==> src/rtl/program_memory_pkg.sv <==
// program_memory_pkg: shared constants and state encoding for the loadable instruction store.
//   DEPTH            instruction words (full 8-bit pc range)
//   PAD_INSN_DEFAULT branch-to-self word returned beyond the loaded length
//   AW / LW          address width and length width (one extra bit so 256 fits)
package program_memory_pkg;
   localparam int DEPTH = 256;
   localparam logic [7:0] PAD_INSN_DEFAULT = 8'hC3;
   localparam int AW = $clog2(DEPTH);
   localparam int LW = AW + 1;
   typedef enum logic [1:0] {IDLE, LOAD, RUN} state_e;
endpackage

==> src/rtl/program_memory_if.sv <==
// program_memory_if: fetch port, byte-stream load port and status between loader/core and memory.
//   pc/instruction                             core fetch (instruction is combinational)
//   load_start/load_valid/load_data/load_last  loader requests and beats
//   load_ready                                 memory accepts a beat this cycle
//   cpu_reset/prog_len/load_error              core reset, loaded length, sticky overrun flag
interface program_memory_if;
   import program_memory_pkg::*;
   logic [AW-1:0] pc;
   logic [7:0] instruction;
   logic load_start;
   logic load_valid;
   logic [7:0] load_data;
   logic load_last;
   logic load_ready;
   logic cpu_reset;
   logic [LW-1:0] prog_len;
   logic load_error;
   modport master (
      output pc, load_start, load_valid, load_data, load_last,
      input instruction, load_ready, cpu_reset, prog_len, load_error
   );
   modport slave (
      input pc, load_start, load_valid, load_data, load_last,
      output instruction, load_ready, cpu_reset, prog_len, load_error
   );
endinterface

==> src/rtl/program_ram.sv <==
// program_ram: DEPTHx8 storage, one synchronous write port, one asynchronous read port, no reset.
//   clk_i            write clock
//   we_i/waddr_i/wdata_i  write port (rising edge)
//   raddr_i/rdata_o  combinational read port
module program_ram
   import program_memory_pkg::*;
(
   input  logic          clk_i,
   input  logic          we_i,
   input  logic [AW-1:0] waddr_i,
   input  logic [7:0]    wdata_i,
   input  logic [AW-1:0] raddr_i,
   output logic [7:0]    rdata_o
);
   logic [7:0] mem_q [DEPTH];
   always_ff @(posedge clk_i)
      if (we_i) mem_q[waddr_i] <= wdata_i;
   assign rdata_o = mem_q[raddr_i];
endmodule

==> src/rtl/program_memory.sv <==
// program_memory: loadable instruction store feeding the core's fetch port and gating its reset.
//   clk    core clock
//   reset  asynchronous active-high reset
//   bus    slave side of program_memory_if (fetch, load stream, status)
module program_memory
   import program_memory_pkg::*;
#(
   parameter logic [7:0] PAD_INSN = PAD_INSN_DEFAULT
) (
   input logic clk,
   input logic reset,
   program_memory_if.slave bus
);
   state_e state_q, state_d;
   logic [AW-1:0] wptr_q, wptr_d;
   logic [LW-1:0] len_q, len_d;
   logic err_q, err_d;
   logic cpu_reset_q;
   logic load_ready;
   logic we;
   logic [7:0] rdata;
   assign load_ready = state_q == LOAD;
   always_comb begin
      state_d = state_q;
      wptr_d = wptr_q;
      len_d = len_q;
      err_d = err_q;
      we = 1'b0;
      case (state_q)
         IDLE, RUN: if (bus.load_start) begin
            state_d = LOAD;
            wptr_d = '0;
            len_d = '0;
            err_d = 1'b0;
         end
         LOAD: if (bus.load_start) begin
            // restart wins over a beat in the same cycle
            wptr_d = '0;
            len_d = '0;
            err_d = 1'b0;
         end else if (bus.load_valid) begin
            we = 1'b1;
            wptr_d = wptr_q + AW'(1);
            len_d = LW'(wptr_q) + LW'(1);
            // last byte flagged, or the store is full
            state_d = (bus.load_last || wptr_q == AW'(DEPTH - 1)) ? RUN : LOAD;
         end
         default: state_d = IDLE;
      endcase
      // an unaccepted beat sets the flag even when load_start clears it
      if (bus.load_valid && !load_ready) err_d = 1'b1;
   end
   always_ff @(posedge clk or posedge reset)
      if (reset) begin
         state_q <= IDLE;
         wptr_q <= '0;
         len_q <= '0;
         err_q <= 1'b0;
         cpu_reset_q <= 1'b1;
      end else begin
         state_q <= state_d;
         wptr_q <= wptr_d;
         len_q <= len_d;
         err_q <= err_d;
         cpu_reset_q <= state_d != RUN;
      end
   program_ram u_ram (
      .clk_i  (clk),
      .we_i   (we),
      .waddr_i(wptr_q),
      .wdata_i(bus.load_data),
      .raddr_i(bus.pc),
      .rdata_o(rdata)
   );
   // 9-bit compare so a 256-byte program makes every pc valid
   assign bus.instruction = {1'b0, bus.pc} < len_q ? rdata : PAD_INSN;
   assign bus.load_ready = load_ready;
   assign bus.cpu_reset = cpu_reset_q;
   assign bus.prog_len = len_q;
   assign bus.load_error = err_q;
endmodule

==> src/flat_wrapper.sv <==
// flat-port wrapper written by rule: the top's interface ports become plain ports
module program_memory_flat import program_memory_pkg::*;
#(
   parameter logic [7:0] PAD_INSN = PAD_INSN_DEFAULT
)
  (clk, reset, bus_pc, bus_load_start, bus_load_valid, bus_load_data, bus_load_last, bus_instruction, bus_load_ready, bus_cpu_reset, bus_prog_len, bus_load_error);
  program_memory_if bus_i ();
  input logic clk;
  input logic reset;
  input wire logic [$bits(bus_i.pc)-1:0] bus_pc;
  input wire logic [$bits(bus_i.load_start)-1:0] bus_load_start;
  input wire logic [$bits(bus_i.load_valid)-1:0] bus_load_valid;
  input wire logic [$bits(bus_i.load_data)-1:0] bus_load_data;
  input wire logic [$bits(bus_i.load_last)-1:0] bus_load_last;
  output wire logic [$bits(bus_i.instruction)-1:0] bus_instruction;
  output wire logic [$bits(bus_i.load_ready)-1:0] bus_load_ready;
  output wire logic [$bits(bus_i.cpu_reset)-1:0] bus_cpu_reset;
  output wire logic [$bits(bus_i.prog_len)-1:0] bus_prog_len;
  output wire logic [$bits(bus_i.load_error)-1:0] bus_load_error;
  assign bus_i.pc = bus_pc;
  assign bus_i.load_start = bus_load_start;
  assign bus_i.load_valid = bus_load_valid;
  assign bus_i.load_data = bus_load_data;
  assign bus_i.load_last = bus_load_last;
  assign bus_instruction = bus_i.instruction;
  assign bus_load_ready = bus_i.load_ready;
  assign bus_cpu_reset = bus_i.cpu_reset;
  assign bus_prog_len = bus_i.prog_len;
  assign bus_load_error = bus_i.load_error;
  program_memory #(.PAD_INSN(PAD_INSN)) u_core (.clk(clk), .reset(reset), .bus(bus_i));
endmodule
==> config.mk <==
export PLATFORM = sky130hd
export DESIGN_NAME = program_memory_flat
export DESIGN_NICKNAME = d
export VERILOG_FILES = /design/src/rtl/program_memory_pkg.sv /design/src/rtl/program_memory_if.sv /design/src/rtl/program_ram.sv /design/src/rtl/program_memory.sv /design/src/flat_wrapper.sv
export SDC_FILE = /design/constraint.sdc
export NUM_CORES = 2
export LEC_CHECK = 0
export CORE_ASPECT_RATIO = 1.75
export CORE_UTILIZATION = 55
export CTS_CLUSTER_SIZE = 30
export DETAILED_ROUTE_END_ITERATION = 8
export PLACE_DENSITY_LB_ADDON = 0.12
export SYNTH_ARGS = -nofsm -noshare
export SYNTH_HDL_FRONTEND = slang
export SYNTH_HIERARCHICAL = 1
export SYNTH_SLANG_ARGS = --single-unit
export TNS_END_PERCENT = 10
==> constraint.sdc <==
create_clock -name clk -period 4.4 [get_ports clk]
set_clock_uncertainty 0.05 [all_clocks]
set_input_delay 1.1 -clock clk [delete_from_list [all_inputs] [get_ports clk]]
set_output_delay 1.1 -clock clk [all_outputs]
set_load 0.02 [all_outputs]
==> results.cfg <==
[power]
peakVddDrop_mv = 0.4463
swShare_pct = 21.50
p_per_area_mw_per_mm2 = 415.9
p_int_mw = 31.11
seq_power_share_pct = 54.5
switching_power_mw = 8.519
combPwrFrac_pct = 6.4
clkPwrFrac_pct = 39.1
p_leak_nw = 31.11
p_total_mw = 39.63

[routing]
viasPerCell = 6.345
wire_per_inst_um = 32.11
drt_wl_total_um = 212100
final_antenna_net_count = 0
drtPass1Iterations = 5
vias = 41920
drc = 0
drt_iter0_drc = 4175

[final_layout]
drive_gt1_share_pct = 34.91
nets = 4622
final_common_cell = edfxtp_1
finalInstanceArea_mm2 = 0.09529
final_cell_mix = edfxtp_1 (2048), buf_4 (680), mux4_2 (455)
syn_to_final_growth_pct = 18.65

[synthesis]
seq_area_frac_synth_pct = 76.98
yosys.area.top_type_share_pct = 76.58
synth-edff-count = 2048
avgSynthCellArea_um2 = 20.97
synth_area_leaders = edfxtp_1 (77%), mux4_2 (13%), mux2i_1 (1.7%)
synthesis.area_mm2 = 0.08031
syn_inst = 3829
synth-seq-cells = 2061
syn_nets = 3858
synth_ff_type = edfxtp_1
synth_cell_type_count = 73
async_flop_share_pct = 0.6308
ys_warn_count = 6
yosysTopAreaCell = edfxtp_1

[cts]
clk_pin_slew_ns = 0.07
clk_latency_ns = 0.80
ctsHoldBuffers = 0
root_buffer = clkbuf_16
clock_path_buffers = 3
cts_max_level = 4
cts_tree = done
numCtsBuffers = 175
cts.sinks = 2061

[die]
die_x_um = 290.9
dieHeight_um = 507.5
die_area_mm2 = 0.1476
core_area_mm2 = 0.1451
rows = 185
initial_core_util_pct = 55.34
ioPinCount = 41

[hold_path]
whs_path_depth = 1
min_from = u_core/bus.load_error$_DFFE_PP0P_
hp-class = reg -> reg
hold_end = u_core/bus.load_error$_DFFE_PP0P_

[sta]
worst_pin_slew_ns = 1.032
relSlewSlack_pct = 30.97
hold_violations = 0
finalMaxSlewViolations = 0
setup_viol = 8
period_needed_ns = 5.027
rsz0062_at_grt = yes
layout_setup_ws_ns = -0.6272
fmax_mhz = 198.9
fin_crit_sh_pct = 114.3

[setup_path]
critPathBufInv = 5
cp_top_family = multiplexers
max_stage_delay_ns = 0.55
critPathKind = in -> out
cp_slowest_cell = mux4_2
cp-end-kind = output port
crit_chain = buf_16, buf_16, buf_8, mux4_2, mux4_2, nor2b_4, nor4_4, buf_4, nor4_2, or3_4, buf_6
r2r-start = u_core/state_q[1]$_DFF_PP0_
cp_max_fo = 5
start_kind = primary input
cp.arrival_ns = 3.88
cp.depth = 11
r2r.worst_path.cells = 8
reg2reg_setup_slack_ns = 1.46
reg2reg_to = u_core/u_ram/mem_q[115][0]$_DFFE_PP_
crit_required_ns = 3.25

[grt]
use_met1_pct = 34.10
grt_pass1_vias = 43323
gr-usage-met3_pct = 3.800
grt.overflow.total = 0
met2_usage_pct = 53.49
grt_first_pass_wirelength_um = 302400
antenna_found_initial = 7
busiest_layer = met2
grt_max_degree = 129
grt.total_usage_pct = 29.11

[run]
drv_cap = 0

[placed_design]
dp_hpwl_um = 142300
place_area_mm2 = 0.08800
portBuffers = 40
gp_congestion = 0.9092

[status]
status = finished, violations left
violations = setup timing
==> worst max-delay path by stage <==
| stage | start | endpoint | slack (ns) |
|---|---|---|---|
| 4_1_cts | bus_pc[0] | bus_instruction[7] | -0.65 |
| 5_1_grt | bus_pc[0] | bus_instruction[7] | -0.61 |
| 3_3_place_gp | bus_pc[6] | bus_instruction[7] | -1.96 |
| 3_5_place_dp | bus_pc[6] | bus_instruction[7] | -1.87 |
| 2_1_floorplan | bus_pc[0] | bus_instruction[6] | -0.02 |
| 6_report | bus_pc[0] | bus_instruction[7] | -0.63 |
==> cell usage after synthesis, types with 9 or more instances <==
cell type,instances
edfxtp_1,2048
buf_1,22
a22oi_1,133
mux2i_1,134
mux4_2,454
buf_8,13
buf_6,21
nor2_1,288
nor3_1,22
o21ai_0,17
o22ai_1,28
nor4_1,26
a22o_1,9
buf_2,32
a221oi_1,13
o211ai_1,10
o221ai_1,46
nand2_1,41
dfrtp_1,12
buf_4,27
nand4_1,11
nand3_1,38
a211oi_1,17
nor2b_1,32
clkbuf_1,111
inv_1,13
a21oi_1,101
==> worst register-to-register path: cells and delay by family, from the launching register on <==
kind,cells,cell delay (ns)
buf+inv,4,1.04
flops,1,0.47
simple gates,4,1.09
==> power by group through the flow <==
stage / Sequential [mW] / Combinational [mW] / Clock, mW
2_1_floorplan: 22.0 / 1.08 / 0
5_1_grt: 21.6 / 2.64 / 16.3
3_3_place_gp: 22.0 / 2.32 / 0
6_report: 21.6 / 2.54 / 15.5
4_1_cts: 21.6 / 2.50 / 15.7
3_5_place_dp: 22.0 / 2.34 / 0
==> state kept, by name (all words and copies together), names as in the netlist <==
register	cells
u_core/u_ram/mem_q	2048
u_core/wptr_q	7
u_core/bus.prog_len	2
u_core/state_q	2
u_core/bus.cpu_reset	1
u_core/bus.load_error	1
==> per-stage QoR <==
stage	TNS [ns]	worst slack (ns)	cells	hold slack, ns	util, %
after floorplan	-0.03888	-0.02279	3829	0.4746	-
after global placement	-12.01	-1.959	6239	0.4355	60.63
after detailed placement	-11.76	-1.865	6239	0.4414	60.63
after CTS	-4.947	-0.6508	6600	0.4666	65.41
after global routing	-4.600	-0.6087	6606	0.4938	65.65
final	-4.239	-0.6272	6607	0.4627	65.65
==> layout make-up <==
type / instances / area, um^2
inverter: 14 / 52.55
tap: 1870 / 2340
antenna: 2 / 5.005
clock inverter: 109 / 1172
multi-input combinational: 1519 / 17790
clock buffer: 210 / 4553
fill: 9440 / 49850
timing repair buffer: 822 / 7542
sequential: 2061 / 61830
==> cell families after synthesis <==
kind of cell / after synthesis / synth area share (%)
muxes: 591 / 14.48
AOI/OAI and AO/OA: 410 / 3.597
and+or+nand+nor: 508 / 2.909
adders and majority gates: 8 / 0.1246
DFF: 2061 / 76.98
xor gates and xnor gates: 2 / 0.02182
buffers and inverters: 249 / 1.882
==> routing by layer <==
layer / vias up / wire length [um]
li1: 17550 / -
met2: 1582 / 116100
met5: - / 13
met3: 439 / 12110
met1: 22347 / 73350
met4: 2 / 10520
==> what timing repair did <==
action,in CTS,in global routing
pin swaps,33,30
resized for setup,180,57
endpoints found under the setup margin,8,8
setup buffers,39,3
cloned,4,4
hold endpoints to repair,0,0
Note: power is estimated with default switching activity, not from simulation.
